$ cat src/rtl/irq_arbiter_pkg.sv
// ============================================================================
// irq_arbiter_pkg : register map, FSM encoding and constants for irq_arbiter
// Rev 1.0
// ============================================================================
`default_nettype none

package irq_arbiter_pkg;

   localparam logic [1:0]  REG_MASK = 2'd0;
   localparam logic [1:0]  REG_PEND = 2'd1;
   localparam logic [1:0]  REG_ID   = 2'd2;
   localparam logic [1:0]  REG_CTRL = 2'd3;

   localparam int          CTRL_EN_BIT      = 0;
   localparam int          ID_W             = 3;
   localparam logic [31:0] INT_CLR_ADDR_DEF = 32'h0000_7F20;
   localparam logic [3:0]  INT_CLR_BYTEEN   = 4'b0001;

   typedef enum logic [1:0] {
      ST_IDLE    = 2'd0,
      ST_ASSERT  = 2'd1,
      ST_SERVICE = 2'd2
   } state_e;

endpackage

`default_nettype wire

$ cat src/rtl/irq_arbiter_prio_sel.sv
// ============================================================================
// irq_prio_sel : picks one eligible source; lowest index, or round-robin
// after the last grant when IRQ_ARB_RR_EN is defined.  Rev 1.0
// ============================================================================
`default_nettype none

module irq_prio_sel
   import irq_arbiter_pkg::*;
#(
   parameter int NSRC = 4
) (
   input  logic [NSRC-1:0] eligible_i,
`ifdef IRQ_ARB_RR_EN
   input  logic [ID_W-1:0] ptr_i,
`endif
   output logic            valid_o,
   output logic [ID_W-1:0] index_o
);

   assign valid_o = |eligible_i;

`ifdef IRQ_ARB_RR_EN
   logic [ID_W-1:0]   start_w;
   logic [2*NSRC-1:0] dbl_w;
   logic [NSRC-1:0]   rot_w;

   assign start_w = (ptr_i >= ID_W'(NSRC-1)) ? '0 : ptr_i + ID_W'(1);
   assign dbl_w   = {eligible_i, eligible_i};
   // rot_w[k] corresponds to source (start_w + k) mod NSRC
   assign rot_w   = NSRC'(dbl_w >> start_w);

   always_comb begin
      int s;
      s       = 0;
      index_o = '0;
      for (int k = NSRC-1; k >= 0; k--) begin
         if (rot_w[k]) begin
            s = int'(start_w) + k;
            if (s >= NSRC) s = s - NSRC;
            index_o = ID_W'(s);
         end
      end
   end
`else
   always_comb begin
      index_o = '0;
      for (int k = NSRC-1; k >= 0; k--) begin
         if (eligible_i[k]) index_o = ID_W'(k);
      end
   end
`endif

endmodule

`default_nettype wire

$ cat src/rtl/irq_arbiter.sv
// ============================================================================
// irq_arbiter : edge-latched, masked interrupt arbiter with CPU handshake,
// generator clear strobe and EOI.  Optional macro: IRQ_ARB_RR_EN.  Rev 1.0
// ============================================================================
`default_nettype none

module irq_arbiter
   import irq_arbiter_pkg::*;
#(
   parameter int          NSRC         = 4,
   parameter int          EXT_ID       = 2,
   parameter logic [31:0] INT_CLR_ADDR = INT_CLR_ADDR_DEF
) (
   input  logic            clk,
   input  logic            reset,
   input  logic [NSRC-1:0] irq_src,
   input  logic            we,
   input  logic [1:0]      addr,
   input  logic [31:0]     wdata,
   output logic [31:0]     rdata,
   output logic            irq_out,
   output logic [2:0]      irq_id,
   input  logic            ack,
   output logic            int_clr_we,
   output logic [31:0]     int_clr_addr,
   output logic [3:0]      int_clr_byteen
);

   logic [NSRC-1:0] src_q;
   logic [NSRC-1:0] pend_q, pend_d;
   logic [NSRC-1:0] mask_q, mask_d;
   logic            en_q, en_d;
   state_e          state_q, state_d;
   logic [ID_W-1:0] cur_id_q, cur_id_d;
   logic            irq_out_q;
   logic            clr_we_q, clr_we_d;
   logic            ack_clr_d;

   logic [NSRC-1:0] edge_w, elig_w, cur_oh_w, w1c_w, ackmask_w;
   logic            cur_elig_w, sel_valid_w;
   logic [ID_W-1:0] sel_idx_w;
   logic            wr_mask_w, wr_pend_w, wr_id_w, wr_ctrl_w;
   logic            unused_wdata;

   assign unused_wdata = ^wdata[31:NSRC];

   assign wr_mask_w = we && (addr == REG_MASK);
   assign wr_pend_w = we && (addr == REG_PEND);
   assign wr_id_w   = we && (addr == REG_ID);
   assign wr_ctrl_w = we && (addr == REG_CTRL);

   assign edge_w     = irq_src & ~src_q;
   assign elig_w     = en_q ? (pend_q & mask_q) : '0;
   assign cur_oh_w   = NSRC'(1) << cur_id_q;
   assign cur_elig_w = |(elig_w & cur_oh_w);

`ifdef IRQ_ARB_RR_EN
   logic [ID_W-1:0] ptr_q;

   always_ff @(posedge clk) begin
      if (!reset)         ptr_q <= '0;
      else if (ack_clr_d) ptr_q <= cur_id_q;
   end

   irq_prio_sel #(.NSRC(NSRC)) u_sel (
      .eligible_i (elig_w),
      .ptr_i      (ptr_q),
      .valid_o    (sel_valid_w),
      .index_o    (sel_idx_w)
   );
`else
   irq_prio_sel #(.NSRC(NSRC)) u_sel (
      .eligible_i (elig_w),
      .valid_o    (sel_valid_w),
      .index_o    (sel_idx_w)
   );
`endif

   always_comb begin
      state_d   = state_q;
      cur_id_d  = cur_id_q;
      ack_clr_d = 1'b0;
      clr_we_d  = 1'b0;
      case (state_q)
         ST_IDLE: begin
            if (sel_valid_w) begin
               cur_id_d = sel_idx_w;
               state_d  = ST_ASSERT;
            end
         end
         ST_ASSERT: begin
            // The handshake wins over a withdrawal arriving in the same cycle
            if (ack) begin
               state_d   = ST_SERVICE;
               ack_clr_d = 1'b1;
               clr_we_d  = (cur_id_q == ID_W'(EXT_ID));
            end else if (!cur_elig_w) begin
               state_d = ST_IDLE;
            end
         end
         ST_SERVICE: begin
            if (wr_id_w) state_d = ST_IDLE;
         end
         default: state_d = ST_IDLE;
      endcase
   end

   assign w1c_w     = wr_pend_w ? wdata[NSRC-1:0] : '0;
   assign ackmask_w = ack_clr_d ? cur_oh_w : '0;
   // New edges are OR'ed in last so they survive a same-cycle clear
   assign pend_d    = (pend_q & ~w1c_w & ~ackmask_w) | edge_w;
   assign mask_d    = wr_mask_w ? wdata[NSRC-1:0] : mask_q;
   assign en_d      = wr_ctrl_w ? wdata[CTRL_EN_BIT] : en_q;

   always_ff @(posedge clk) begin
      if (!reset) begin
         src_q     <= '0;
         pend_q    <= '0;
         mask_q    <= '0;
         en_q      <= 1'b0;
         state_q   <= ST_IDLE;
         cur_id_q  <= '0;
         irq_out_q <= 1'b0;
         clr_we_q  <= 1'b0;
      end else begin
         src_q     <= irq_src;
         pend_q    <= pend_d;
         mask_q    <= mask_d;
         en_q      <= en_d;
         state_q   <= state_d;
         cur_id_q  <= cur_id_d;
         irq_out_q <= (state_d == ST_ASSERT);
         clr_we_q  <= clr_we_d;
      end
   end

   always_comb begin
      rdata = '0;
      case (addr)
         REG_MASK: rdata = 32'(mask_q);
         REG_PEND: rdata = 32'(pend_q);
         REG_ID:   rdata = {27'b0, state_q, cur_id_q};
         REG_CTRL: rdata = {31'b0, en_q};
         default:  rdata = '0;
      endcase
   end

   assign irq_out        = irq_out_q;
   assign irq_id         = cur_id_q;
   assign int_clr_we     = clr_we_q;
   assign int_clr_addr   = clr_we_q ? INT_CLR_ADDR : '0;
   assign int_clr_byteen = clr_we_q ? INT_CLR_BYTEEN : '0;

endmodule

`default_nettype wire
$ cat config.mk
export PLATFORM = sky130hd
export DESIGN_NAME = irq_arbiter
export DESIGN_NICKNAME = d
export VERILOG_FILES = /design/src/rtl/irq_arbiter_pkg.sv /design/src/rtl/irq_arbiter_prio_sel.sv /design/src/rtl/irq_arbiter.sv
export SDC_FILE = /design/constraint.sdc
export NUM_CORES = 1
export LEC_CHECK = 0
export ABC_AREA = 1
export CAP_MARGIN = 40
export CELL_PAD_IN_SITES_DETAIL_PLACEMENT = 0
export CELL_PAD_IN_SITES_GLOBAL_PLACEMENT = 1
export CORE_MARGIN = 4
export CORE_UTILIZATION = 18
export CTS_CLUSTER_DIAMETER = 150
export CTS_CLUSTER_SIZE = 28
export DETAILED_ROUTE_END_ITERATION = 10
export HOLD_SLACK_MARGIN = 0.02
export PLACE_DENSITY_LB_ADDON = 0.2
export SLEW_MARGIN = 0
export SYNTH_ARGS = -nofsm -noshare
export SYNTH_HDL_FRONTEND = slang
export SYNTH_SLANG_ARGS = --single-unit
$ cat constraint.sdc
create_clock -name clk -period 0.98 [get_ports clk]
set_input_delay 0.196 -clock clk [delete_from_list [all_inputs] [get_ports clk]]
set_output_delay 0.196 -clock clk [all_outputs]
set_load 0.02 [all_outputs]
==> results_tabular.tex, run 1 <==
\begin{tabular}{lr}
\hline
Metric & Value \\
\hline
\multicolumn{2}{l}{\textbf{Yosys}} \\
\quad Main combinational cell family by area after synthesis & buffers and inverters \\
\quad Fraction of the mapped netlist area in compound gates & 0.0889 \\
\quad Number of cells produced by synthesis & 193 \\
\quad Syn Area/Cell & 6.93 sq um \\
\quad Adder-cell share of the synthesized area & 0 \\
\quad Xor/xnor cell area share of the yosys netlist & 0 \\
\quad Simple-gate area share of the yosys netlist & 0.210 \\
\quad Synth area leader & buf\_4 \\
\quad Yosys top cell area share & 0.359 \\
\quad Warnings, synthesis & 0 \\
\quad Count of cell types in the netlist & 15 \\
\quad Proportion of synthesized area in mux cells & 0 \\
\quad Number of synthesized register bits & 19 \\
\quad Ranking of synthesized cells by area & buf\_4 (36\%), dfxtp\_1 (28\%), nand2\_1 (9.0\%) \\
\quad Post-synthesis instance area & 1340 sq um \\
\quad Sequential cell area fraction in the yosys report & 0.284 \\
\multicolumn{2}{l}{\textbf{Drt}} \\
\quad Number of iterations in the first detailed-routing pass & 4 \\
\quad Wirelength per Cell & 9.90 um \\
\quad Aggregate routed wire length & 3490 um \\
\quad Initial drt markers & 37 \\
\quad Number of vias after detailed routing & 1182 \\
\quad Via-per-instance ratio & 3.35 \\
\quad Post-route DRC & 0 \\
\quad Post-detailed-route count of antenna-violating nets & 0 \\
\multicolumn{2}{l}{\textbf{Worst setup path}} \\
\quad Crit path launch & irq\_id[1] \\
\quad Worst reg2reg setup slack & -0.09 ns \\
\quad Logic depth of the worst register-to-register path & 7 \\
\quad Reg-to-Reg Start & en\_q \\
\quad Category of the worst setup path launch point & register \\
\quad Critical path capture point type & output pin \\
\quad Required arrival time at the worst endpoint & 0.78 ns \\
\quad Critical path class & register to output pin \\
\quad End of the worst register-to-register path & state\_q[0] \\
\quad Data arrival time of the critical path & 1.06 ns \\
\quad CP Max Fanout & 2 \\
\quad Crit path to & rdata[1] \\
\multicolumn{2}{l}{\textbf{STA}} \\
\quad Max Slew Vio Count & 0 \\
\quad Total negative slack & -2.40 ns \\
\quad Worst clock skew & 0.00134 ns \\
\quad Min Clock Period, post-route & 1.26 ns \\
\quad Final setup viols & 25 \\
\quad Unrepaired setup endpoints after global routing & yes \\
\quad Worst Slack Setup Final & -0.277 ns \\
\quad Share of the clock period used by the worst path after layout & 1.28 \\
\quad Timing-limited maximum frequency & 796 MHz \\
\quad Number of endpoints with negative hold slack in the final report & 0 \\
\multicolumn{2}{l}{\textbf{Die}} \\
\quad Starting Density & 0.184 \\
\quad Horizontal extent of the die & 94.2 um \\
\quad Top-Level Pins & 115 \\
\quad Std-Cell Core Area & 7250 sq um \\
\quad Total die area & 8870 sq um \\
\quad Height of the chip & 94.2 um \\
\quad Number of placement rows & 31 \\
\multicolumn{2}{l}{\textbf{Placed design}} \\
\quad IO buf count & 31 \\
\quad Placed wire-length estimate after detailed placement & 2760 um \\
\quad Weighted congestion reported at the end of routability-driven placement & 0.704 \\
\quad Setup WS pre-CTS & -1.08 ns \\
\quad Dpl cell area & 1730 sq um \\
\multicolumn{2}{l}{\textbf{Cells and area}} \\
\quad Area added between synthesis and finish & 56.8\% \\
\quad Post-Route Utilization & 0.289 \\
\quad Ratio of cells with drive above 1 in the final layout & 0.433 \\
\quad Filler cell count & 808 \\
\quad Number of nets in the layout & 297 \\
\quad Layout Cell Area excl Fill & 2100 sq um \\
\quad Inserted Diodes & 0 \\
\multicolumn{2}{l}{\textbf{Clock tree}} \\
\quad Number of sinks driven by the clock tree & 19 \\
\quad CTS tree & yes \\
\quad Maximum level of the CTS H-tree & 1 \\
\quad Buffer levels on the longest clock path & 2 \\
\quad Clock edge transition at the registers on the reported setup and hold paths & 0.08 ns \\
\quad Number of buffers created by CTS & 3 \\
\quad Count of hold-fix buffers inserted at cts & 0 \\
\quad Insertion delay to the later sink of the worst-skew pair & 0.26 ns \\
\quad Clock root cell & clkbuf\_8 \\
\multicolumn{2}{l}{\textbf{Global routing}} \\
\quad Initial antenna violation count & 0 \\
\quad Maximum number of pins on one net before global-route repair & 17 \\
\quad Vias in the first global route & 1036 \\
\quad First-pass GRT wire length & 5200 um \\
\quad GRT Util Overall & 0.0745 \\
\quad Grt total ovfl & 0 \\
\multicolumn{2}{l}{\textbf{Power and ir drop}} \\
\quad Share of total power in the clock network & 0.292 \\
\quad Sequential cell fraction of total power & 0.431 \\
\quad Maximum VDD drop & 0.000348 V \\
\quad Share of total power in combinational logic & 0.276 \\
\quad Total design power & 1920 uW \\
\quad Internal power & 1270 uW \\
\quad Power density of the placed cells & 915 nW/um\^{}2 \\
\quad Share of total power consumed by net switching & 0.340 \\
\quad Leak & 0.00100 uW \\
\quad Power dissipated by switching net loads & 651 uW \\
\multicolumn{2}{l}{\textbf{Status}} \\
\quad Violations in the final reports & setup timing \\
\quad Run status & finished with violations \\
\multicolumn{2}{l}{\textbf{Flow run}} \\
\quad Max-capacitance violation count & 0 \\
\multicolumn{2}{l}{\textbf{Min path}} \\
\quad Class of the tightest hold or removal check & input port to register \\
\hline
\end{tabular}
-- repair_timing --
| item | in CTS | in global routing |
|---|---|---|
| pin swaps | 18 | 15 |
| hold endpoints to repair | 0 | 0 |
| gates resized for setup | 172 | 15 |
| buffers inserted | 9 | 4 |
| setup endpoints to repair | 33 | 26 |
-- worst max-delay path, stage by stage (launching register included) --
cell and delay, ns:
dfxtp_4 0.35, inv_2 0.04, o211ai_1 0.23, buf_4 0.19
-- power groups by stage --
stage	clock, uW	combinational, uW	sequential, uW
after floorplan	0	450	848
after global placement	0	470	846
after detailed placement	0	469	844
after CTS	587	506	829
after global routing	615	576	832
final	561	530	827
-- cells in the mapped netlist --
cell type / number
o2111ai_1: 1
dfxtp_1: 19
buf_2: 1
o211ai_1: 3
a21oi_1: 6
inv_1: 18
buf_4: 64
o21ai_0: 6
o22ai_1: 3
a22o_1: 1
nor2_1: 25
nand4_1: 2
nand2_1: 32
nand3_1: 11
conb_1: 1
-- worst min path at each step --
stage	from	endpoint	slack, ns	cells after the start
after global placement	src_q[2]	pend_q[2]	0.40	1
after global routing	addr[1]	en_q	0.36	4
after CTS	addr[1]	en_q	0.34	4
after detailed placement	src_q[2]	pend_q[2]	0.41	1
after floorplan	irq_src[2]	src_q[2]	0.30	2
final	addr[1]	en_q	0.34	4
-- routing by layer --
metal	GRT usage	wire length, um
met5	0	0
met2	0.115	1530
met3	0.0184	318
met1	0.104	1620
met4	0.0181	19
-- kinds of logic after synthesis --
kind of cell	Yosys count
buffers and inverters	83
other	1
AO/OA/AOI/OAI	20
flip-flops	19
AND/OR/NAND/NOR	70
-- layout by cell type (no fill, tap or decap), drive strengths merged --
master / count
buf: 57
conb: 55
nand2: 32
nor2: 25
dfxtp: 19
inv: 18
nand3: 11
clkdlybuf4s50: 10
o21ai: 6
a21oi: 6
o211ai: 3
clkbuf: 3
o22ai: 3
nand4: 2
a22o: 1
o2111ai: 1
clkinv: 1
dlygate4sd2: 1
-- metrics by stage --
step	std cells	hold slack, ns
4_1_cts	351	0.338
5_1_grt	353	0.363
3_3_place_gp	339	0.404
3_5_place_dp	339	0.412
6_report	353	0.339
2_1_floorplan	247	0.303
-- final cells by class --
| type | instances | area [sq um] | share of cell area |
|---|---|---|---|
| Clock buffer | 3 | 41.3 | 0.0197 |
| Inverter | 18 | 72.6 | 0.0346 |
| Timing Repair Buffer | 68 | 657 | 0.313 |
| Multi-Input combinational cell | 145 | 800 | 0.381 |
| Sequential cell | 19 | 398 | 0.190 |
| Tap cell | 99 | 124 | 0.0591 |
| Clock inverter | 1 | 5.00 | 0.00239 |
-- sequential cells by signal, summed over array words and instances (netlist names) --
| name | flops |
|---|---|
| irq_id | 2 |
| state_q | 2 |
| en_q | 1 |
| mask_q | 4 |
| pend_q | 4 |
| int_clr_we | 1 |
| irq_out | 1 |
| src_q | 4 |
Note: power is estimated with default switching activity, not from simulation.
==> inputs of run 2 (changes only) <==
--- a/config.mk
+++ b/config.mk
@@ -9,6 +9,7 @@
 export CAP_MARGIN = 40
 export CELL_PAD_IN_SITES_DETAIL_PLACEMENT = 0
 export CELL_PAD_IN_SITES_GLOBAL_PLACEMENT = 1
+export CORE_ASPECT_RATIO = 1.5
 export CORE_MARGIN = 4
 export CORE_UTILIZATION = 18
 export CTS_CLUSTER_DIAMETER = 150
==> run 2 against run 1 <==
  * The flow still finishes with violations (setup timing)
  * Critical path depth unchanged
  * Fmax up 2.8%
  * Clock skew up 0.0051 ns
  * Register-to-register slack worse by 0.06 ns
  * Routed wire length up 0.86%
  * Total power down 1.4%
==> results_tabular.tex, run 2 (synthesis results as in run 1) <==
\begin{tabular}{lr}
\hline
Metric & Value \\
\hline
\multicolumn{2}{l}{\textbf{Status}} \\
\quad Run status & finished with violations \\
\quad Violations in the final reports & setup timing \\
\multicolumn{2}{l}{\textbf{Worst setup path}} \\
\quad Data arrival time of the critical path & 1.03 ns \\
\quad End of the worst register-to-register path & state\_q[0] \\
\quad Top delay family on crit path & flip-flops \\
\quad Worst reg2reg setup slack & -0.15 ns \\
\quad CP Max Fanout & 3 \\
\quad Category of the worst setup path launch point & register \\
\quad Number of cells on the critical path & 3 \\
\quad Critical path class & register to output pin \\
\quad Required arrival time at the worst endpoint & 0.78 ns \\
\quad Critical path capture point type & output pin \\
\quad Cell chain of the critical path & inv\_2 > o211ai\_1 > buf\_4 \\
\quad Reg-to-Reg Start & state\_q[1] \\
\quad Worst path max stage delay & 0.35 ns \\
\quad Logic depth of the worst register-to-register path & 6 \\
\quad CP bufs+invs & 2 \\
\quad Slowest stage cell on the critical path & dfxtp\_2 \\
\multicolumn{2}{l}{\textbf{Global routing}} \\
\quad Initial antenna violation count & 0 \\
\quad Maximum number of pins on one net before global-route repair & 17 \\
\quad First-pass GRT wire length & 5240 um \\
\quad GRT Util Overall & 0.0768 \\
\quad Grt total ovfl & 0 \\
\quad Vias in the first global route & 1098 \\
\multicolumn{2}{l}{\textbf{STA}} \\
\quad Number of endpoints with negative hold slack in the final report & 0 \\
\quad Final setup viols & 26 \\
\quad Worst Slack Setup Final & -0.243 ns \\
\quad Timing-limited maximum frequency & 818 MHz \\
\quad Share of the clock period used by the worst path after layout & 1.25 \\
\quad Worst hold-check slack & 0.356 ns \\
\quad Max Slew Vio Count & 0 \\
\quad Worst clock skew & 0.00640 ns \\
\quad Min Clock Period, post-route & 1.22 ns \\
\quad Unrepaired setup endpoints after global routing & yes \\
\multicolumn{2}{l}{\textbf{Cells and area}} \\
\quad Filler cell count & 833 \\
\quad Most frequent standard cell in the layout excluding fill and tap cells & conb\_1 \\
\quad Ratio of cells with drive above 1 in the final layout & 0.378 \\
\quad Inserted Diodes & 0 \\
\quad Number of nets in the layout & 294 \\
\quad Most used cells in the layout excluding fill and tap cells & conb\_1 (55), buf\_4 (29), nand2\_1 (27) \\
\quad Biggest registers after layout & mask\_q: 4 flops, pend\_q: 4 flops, src\_q: 4 flops \\
\quad Area added between synthesis and finish & 46.6\% \\
\quad Post-Route Utilization & 0.271 \\
\multicolumn{2}{l}{\textbf{Drt}} \\
\quad Post-route DRC & 0 \\
\quad Via-per-instance ratio & 3.40 \\
\quad Number of vias after detailed routing & 1192 \\
\quad Aggregate routed wire length & 3520 um \\
\quad Wirelength per Cell & 10.0 um \\
\quad Post-detailed-route count of antenna-violating nets & 0 \\
\quad Initial drt markers & 11 \\
\quad Number of iterations in the first detailed-routing pass & 4 \\
\multicolumn{2}{l}{\textbf{Min path}} \\
\quad Hold Path End & en\_q \\
\quad Number of cells on the worst hold path & 4 \\
\quad Class of the tightest hold or removal check & input port to register \\
\quad Origin of the worst min-delay path & addr[1] \\
\multicolumn{2}{l}{\textbf{Placed design}} \\
\quad Placed wire-length estimate after detailed placement & 2970 um \\
\quad IO buf count & 31 \\
\quad Weighted congestion reported at the end of routability-driven placement & 0.697 \\
\multicolumn{2}{l}{\textbf{Clock tree}} \\
\quad Maximum level of the CTS H-tree & 1 \\
\quad Number of sinks driven by the clock tree & 19 \\
\quad Buffer levels on the longest clock path & 2 \\
\quad Clock root cell & clkbuf\_8 \\
\quad Count of hold-fix buffers inserted at cts & 0 \\
\quad Number of buffers created by CTS & 3 \\
\quad Insertion delay to the later sink of the worst-skew pair & 0.26 ns \\
\quad CTS tree & yes \\
\quad Clock edge transition at the registers on the reported setup and hold paths & 0.07 ns \\
\multicolumn{2}{l}{\textbf{Power and ir drop}} \\
\quad Power density of the placed cells & 965 nW/um\^{}2 \\
\quad Leak & 0.000941 uW \\
\quad Total design power & 1890 uW \\
\quad Maximum VDD drop & 0.000463 V \\
\multicolumn{2}{l}{\textbf{Flow run}} \\
\quad Max-capacitance violation count & 0 \\
\multicolumn{2}{l}{\textbf{Die}} \\
\quad Std-Cell Core Area & 7230 sq um \\
\quad Height of the chip & 114 um \\
\quad Horizontal extent of the die & 78.4 um \\
\quad Number of placement rows & 38 \\
\quad Total die area & 8900 sq um \\
\quad Top-Level Pins & 115 \\
\quad Starting Density & 0.185 \\
\hline
\end{tabular}
## run 2: stage by stage
step | std cells | instance area (sq um) | worst slack [ns] | TNS (ns)
final | 351 | 1960 | -0.243 | -2.70
after global routing | 351 | 1960 | -0.326 | -4.23
after CTS | 347 | 1860 | -0.264 | -2.40
after detailed placement | 341 | 1740 | -1.07 | -14.86
after global placement | 341 | 1740 | -1.08 | -14.72
after floorplan | 247 | 1560 | -0.0276 | -0.0294
## run 2: power by group
part	total [uW]	switching [uW]	internal [uW]	leakage, uW
clock network	555	266	289	0.0000228
registers	829	20.3	809	0.000161
logic	507	342	165	0.000757
total	1890	629	1260	0.000941
## run 2: timing repair
item | 4_1_cts | 5_1_grt
endpoints found under the hold margin | 0 | 0
buffers inserted | 3 | 5
endpoints found under the setup margin | 33 | 27
pin swaps | 8 | 4
gates resized for setup | 138 | 24
## run 2: layout make-up
class | count | area [sq um] | area share
multi-input cells | 145 | 724 | 0.369
repair buffers | 65 | 598 | 0.305
flip-flops and latches | 19 | 400 | 0.204
well taps | 100 | 125 | 0.0638
inverters | 18 | 67.6 | 0.0345
clock buffers | 4 | 45.0 | 0.0230
## run 2: worst register-to-register path: cells and delay by family, from the launching register on
family          cells  cell delay [ns]
flops               1             0.32
compound gates      1             0.13
buf+inv             2             0.19
simple gates        3             0.41
## run 2: worst max-delay path by stage
stage / from / endpoint
floorplan: irq_id[1] / rdata[1]
global placement: addr[1] / rdata[3]
detailed placement: addr[1] / rdata[3]
CTS: state_q[0] / rdata[3]
global route: irq_id[1] / rdata[1]
finish: state_q[0] / rdata[3]
## run 2: layer usage
metal | vias to the layer above | routed length [um] | part of all wire | track usage
met1 | 518 | 1280 | 0.36 | 0.0795
met4 | 0 | 71 | 0.020 | 0.0373
met2 | 61 | 1850 | 0.53 | 0.143
met5 | - | 0 | 0 | 0
met3 | 6 | 315 | 0.089 | 0.0182
li1 | 607 | - | - | -
